[src/rtl/semaforo_monitor.sv]
// Passive checker for the two semaforo light buses: encoding, conflict, phase order and durations.
// Optional build macro SEMAFORO_MON_STICKY_EN makes err sticky until rst; otherwise err pulses per violation.
module semaforo_monitor #(
  parameter logic [7:0] GREEN_MAX  = 8'd3,
  parameter logic [7:0] YELLOW_CYC = 8'd1,
  parameter logic [7:0] RED_MAX    = 8'd6
) (
  input  logic        clk,
  input  logic        rst,
  input  logic [2:0]  A,
  input  logic [2:0]  B,
  output logic        err,
  output logic [2:0]  err_code,
  output logic [15:0] a_cycles,
  output logic [7:0]  a_dur
);

  typedef enum logic [1:0] {SYNC, GRN, YEL, RED} st_t;

  typedef struct packed {
    st_t        st;
    logic [7:0] dur;
    logic       first;
    logic       enc;
    logic       trn;
    logic       dur_err;
  } trk_t;

  // Next-state and violation flags of one light tracker for one sample.
  function automatic trk_t f_trk(input st_t st, input logic [7:0] dur,
                                 input logic first, input logic [2:0] c);
    trk_t       r;
    st_t        col;
    logic [7:0] lim;
    r.st      = st;
    r.dur     = dur;
    r.first   = first;
    r.enc     = 1'b0;
    r.trn     = 1'b0;
    r.dur_err = 1'b0;
    col = (c == 3'b001) ? GRN : (c == 3'b010) ? YEL : RED;
    lim = (col == GRN) ? GREEN_MAX : (col == YEL) ? YELLOW_CYC : RED_MAX;
    if (!$onehot(c)) begin
      r.enc   = 1'b1;
      r.st    = SYNC;
      r.dur   = 8'd0;
      r.first = 1'b0;
    end else if (st == SYNC) begin
      // First phase after SYNC is partial: only the maximum applies.
      r.st      = col;
      r.dur     = 8'd1;
      r.first   = 1'b1;
      r.dur_err = (8'd1 > lim);
    end else if (col == st) begin
      r.dur     = (dur == 8'hFF) ? dur : dur + 8'd1;
      r.dur_err = (r.dur > lim) && (dur <= lim);
    end else begin
      r.trn     = !((st == GRN && col == YEL) || (st == YEL && col == RED) ||
                    (st == RED && col == GRN));
      r.dur_err = (st == YEL && !first && dur < YELLOW_CYC) || (8'd1 > lim);
      r.st      = col;
      r.dur     = 8'd1;
      r.first   = 1'b0;
    end
    return r;
  endfunction

  st_t         r_a_st, r_b_st;
  logic [7:0]  r_a_dur, r_b_dur;
  logic        r_a_first, r_b_first;
  logic        r_a_chain;
  logic [15:0] r_a_cycles;
  logic        r_err;
  logic [2:0]  r_err_code;

  trk_t        w_a, w_b;
  logic        w_conf;
  logic        w_a_legal;
  logic [2:0]  w_code;

  assign w_a    = f_trk(r_a_st, r_a_dur, r_a_first, A);
  assign w_b    = f_trk(r_b_st, r_b_dur, r_b_first, B);
  assign w_conf = $onehot(A) && $onehot(B) && !A[2] && !B[2];
  assign w_a_legal = (r_a_st != SYNC) && !w_a.enc && (w_a.st != r_a_st) && !w_a.trn;

  always_comb begin
    w_code = 3'd0;
    if      (w_a.enc)     w_code = 3'd1;
    else if (w_b.enc)     w_code = 3'd2;
    else if (w_conf)      w_code = 3'd3;
    else if (w_a.trn)     w_code = 3'd4;
    else if (w_b.trn)     w_code = 3'd5;
    else if (w_a.dur_err) w_code = 3'd6;
    else if (w_b.dur_err) w_code = 3'd7;
  end

  always_ff @(posedge clk) begin
    if (rst) begin
      r_a_st     <= SYNC;
      r_b_st     <= SYNC;
      r_a_dur    <= 8'd0;
      r_b_dur    <= 8'd0;
      r_a_first  <= 1'b0;
      r_b_first  <= 1'b0;
      r_a_chain  <= 1'b0;
      r_a_cycles <= 16'd0;
      r_err      <= 1'b0;
      r_err_code <= 3'd0;
    end else begin
      r_a_st    <= w_a.st;
      r_b_st    <= w_b.st;
      r_a_dur   <= w_a.dur;
      r_b_dur   <= w_b.dur;
      r_a_first <= w_a.first;
      r_b_first <= w_b.first;
      // chain: the current A phase belongs to a cycle whose phases were all entered legally
      if (w_a.enc) begin
        r_a_chain <= 1'b0;
      end else if (r_a_st == SYNC) begin
        r_a_chain <= (w_a.st == GRN);
      end else if (w_a.st != r_a_st) begin
        if (w_a_legal) begin
          if (r_a_st == RED && r_a_chain) r_a_cycles <= r_a_cycles + 16'd1;
          if (w_a.st == GRN) r_a_chain <= 1'b1;
        end else begin
          r_a_chain <= 1'b0;
        end
      end
      if (r_err_code == 3'd0) r_err_code <= w_code;
`ifdef SEMAFORO_MON_STICKY_EN
      r_err <= r_err | (w_code != 3'd0);
`else
      r_err <= (w_code != 3'd0);
`endif
    end
  end

  assign err      = r_err;
  assign err_code = r_err_code;
  assign a_cycles = r_a_cycles;
  assign a_dur    = r_a_dur;

endmodule

[config.mk]
export PLATFORM = sky130hd
export DESIGN_NAME = semaforo_monitor
export DESIGN_NICKNAME = d
export VERILOG_FILES = /design/src/rtl/semaforo_monitor.sv
export SDC_FILE = /design/constraint.sdc
export NUM_CORES = 1
export LEC_CHECK = 0
export ABC_CLOCK_PERIOD_IN_PS = 8300
export CAP_MARGIN = 30
export CORE_MARGIN = 5
export CORE_UTILIZATION = 45
export DETAILED_ROUTE_END_ITERATION = 8
export PLACE_DENSITY = 0.67
export SETUP_SLACK_MARGIN = 0.02
export SKIP_LAST_GASP = 1
export SLEW_MARGIN = 20
export SYNTH_ARGS = -nofsm -noshare
export SYNTH_HDL_FRONTEND = slang
export SYNTH_SLANG_ARGS = --single-unit
export TNS_END_PERCENT = 20
[constraint.sdc]
create_clock -name clk -period 8.3 [get_ports clk]
set_clock_uncertainty 0.15 [all_clocks]
set_input_delay 1.66 -clock clk [delete_from_list [all_inputs] [get_ports clk]]
set_output_delay 1.66 -clock clk [all_outputs]
set_load 0.05 [all_outputs]
==> flow_metrics.tcl <==
set metrics [dict create \
    critPathLaunchType "primary input" \
    wl_met3_um 273 \
    drtIter0Drc 85 \
    crit_path_max_incr_delay_ns 0.57 \
    ir_worst_vdd_mv 0.06942 \
    finalSetupViolCount 0 \
    clockBufferDepth 2 \
    min_path_cells 2 \
    ant_nets 0 \
    worstPathMaxFanout 9 \
    async_flop_share_pct 0 \
    maxCapViolCount 0 \
    r2r-start "a_dur[1]$_SDFF_PP0_" \
    ys_seq_area_share_pct 31.62 \
    hold_class "reg2reg" \
    drv_slew 0 \
    gp_congestion 0.8812 \
    num_vias 2362 \
    grt_start_max_net_pins 27 \
    syn2layout_area_growth_pct 17.10 \
    ys_ff_latch 43 \
    worstMarginPinSlew_ns 0.8934 \
    core.rowCount 28 \
    fin_area_mm2 0.003188 \
    syn_inst 328 \
    fin_crit_ns 4.489 \
    hold_start "r_a_first$_SDFFE_PP0P_" \
    totalPowerFinal_mw 0.4164 \
    fill_cells 550 \
    arrival_ns 4.54 \
    final_common_cell "dfxtp_1" \
    fin_nets 387 \
    route.detailed.drc 0 \
    final_core_util_pct 54.17 \
    antenna_found_initial 0 \
    dpl-instance-area_mm2 0.003095 \
    die_h_um 87.79 \
    top_layer "met4" \
    via_per_inst 5.417 \
    setup_tns_ns 0 \
    synth_warnings 0 \
    r2r_slack_ns 4.63 \
    synth_edf_count 0 \
    drive_above_1_share_pct 5.817 \
    initial_core_util_pct 46.26 \
    grtUsageTotal_pct 15.17 \
    dp.cells 428 \
    grt_pass1_vias 2158 \
    die_w_um 87.79 \
    rr_endpoint "err$_SDFF_PP0_" \
    synth_area_mm2 0.002723 \
    required_ns 8.35 \
    ff_latch_area_um2 860.8 \
    cts_made_buffers 5 \
    hold_end "r_a_first$_SDFFE_PP0P_" \
    htree_levels 2 \
    cts_sinks 43 \
    cts_root_buf "clkbuf_8" \
    ys_types 55 \
    p_leak_nw 1.215 \
    status "finished clean" \
    period_share_pct 54.08 \
    cts_tree "built" \
    clk_pin_slew_ns 0.09 \
    ys.flop_type "dfxtp_1" \
    core-area_mm2 0.005886 \
    cp.depth 12 \
    critical_path_class "in2reg" \
    synth_nets 355 \
    diodes 0 \
    multi_input_area_mm2 0.001730 \
    met2_length_um 2652 \
    cp.buffers_inverters 2 \
    ctsResizeCount 0 \
    fmax_mhz 222.8 \
    worst_setup_path_end_kind "register" \
    cts_hold_buffers 0 \
    grt_pass1_wl_um 9611 \
    cpMaxStageDelayCell "clkdlybuf4s50_1" \
    routed_wl_um 5701 \
    post_cts_buffers 0 \
    overflow 0 \
    crit_chain "clkdlybuf4s50_1, inv_1, nand2_1, a21oi_1, ha_1, nand3_1, o21ai_0, o22ai_1, and4bb_2, or4_1, o21ba_1, o41ai_2" \
    ff2ff_path_depth 13 \
    avgRoutedWirePerCell_um 13.08 \
    ios 36 \
    hold_viol 0 \
    slew_headroom_pct 40.26 \
    syn_avg_cell_area_um2 8.301 \
    dpl.hpwl_um 4293 \
    fin_cells 436 \
    powerDensity_mw_per_mm2 130.6 \
    clk_latency_ns 0.30 \
    wl_met1_um 2734 \
    cp_top_family "compound AO/OA/AOI/OAI gates" \
    first_pass_iters 4 \
    rsz0062_at_grt "false" \
    portBuffers 35 \
    design.die.area_mm2 0.007706 \
    final_cell_mix "43 x dfxtp_1, 42 x nor2_1, 35 x clkdlybuf4s50_1" \
]
[synthesized netlist by cell type, types with 4 or more instances]
cell | instances | area [µm²]
xor2_1 | 12 | 105.1
nand3b_1 | 4 | 30.03
nor3_1 | 10 | 50.05
mux2i_1 | 6 | 60.06
nand3_1 | 18 | 90.09
nor2b_1 | 7 | 43.79
and3_1 | 8 | 50.05
o21ai_0 | 19 | 95.09
nand2_1 | 17 | 63.81
inv_1 | 16 | 60.06
and2_1 | 6 | 37.54
a211oi_1 | 5 | 37.54
nor2_1 | 42 | 157.7
ha_1 | 17 | 212.7
or3_1 | 4 | 25.02
nand2b_1 | 11 | 68.82
nand4_1 | 5 | 31.28
o211ai_1 | 4 | 30.03
a21oi_1 | 15 | 75.07
xnor2_1 | 6 | 52.55
dfxtp_1 | 43 | 860.8
[area by class of cell]
| cell class | count | share of cell area [%] |
|---|---|---|
| Multi-Input combinational cell | 259 | 54.28 |
| Sequential cell | 43 | 27.00 |
| Timing Repair Buffer | 35 | 10.99 |
| Tap cell | 75 | 2.943 |
| Clock buffer | 5 | 2.159 |
| Inverter | 16 | 1.884 |
| Clock inverter | 3 | 0.7457 |
[logic make-up after synthesis]
logic type / share of synthesized area, %
buffers and inverters: 4.825
AND/OR/NAND/NOR: 32.40
adder cells (fa/ha/maj): 9.283
AO/OA/AOI/OAI: 13.47
multiplexers: 2.620
XOR/XNOR: 5.790
flip-flops: 31.62
[metrics by stage]
| step | setup WS [ns] | hold slack, ns |
|---|---|---|
| 3_3_place_gp | 3.599 | 0.3285 |
| 2_1_floorplan | 4.284 | 0.2997 |
| 4_1_cts | 3.821 | 0.3582 |
| 5_1_grt | 3.598 | 0.3783 |
| 6_report | 3.811 | 0.3554 |
| 3_5_place_dp | 3.520 | 0.3330 |
[sequential cells by signal (all words and copies together) (netlist names), 2 cells and up]
register  cells
a_cycles     16
a_dur         8
r_b_dur       8
err_code      3
r_a_st        2
r_b_st        2
[worst max path at each step]
stage          start                       end  slack [ns]
2_1_floorplan   B[0]  err_code[0]$_SDFFE_PP0N_        4.28
3_3_place_gp    B[0]  err_code[0]$_SDFFE_PP0N_        3.60
3_5_place_dp    B[0]  err_code[0]$_SDFFE_PP0N_        3.52
4_1_cts         B[0]  err_code[0]$_SDFFE_PP0N_        3.82
5_1_grt         B[0]  err_code[0]$_SDFFE_PP0N_        3.60
6_report        B[0]  err_code[0]$_SDFFE_PP0N_        3.81
[power breakdown]
| part | switching [mW] | internal, mW |
|---|---|---|
| Sequential | 0.00606 | 0.211 |
| Clock | 0.0811 | 0.0603 |
| Combinational | 0.0335 | 0.0246 |
| Total | 0.121 | 0.296 |
[routing by layer]
layer / vias up / global-route usage [%]
li1: 1222 / -
met1: 1099 / 19.83
met2: 37 / 25.00
met3: 4 / 4.045
met4: 0 / 3.487
met5: - / 0
[worst register-to-register path: stages, from the launching register on]
cell,delay (ns)
dfxtp_1,0.49
ha_1,0.26
and3_1,0.27
and3_1,0.22
nand3_1,0.25
o21ai_0,0.33
ha_1,0.30
nor2b_1,0.13
o21a_1,0.16
o21ai_0,0.22
nand3_1,0.11
o211a_1,0.27
o21ai_0,0.25
a31oi_1,0.11
Power figures use the tool's default switching activity.
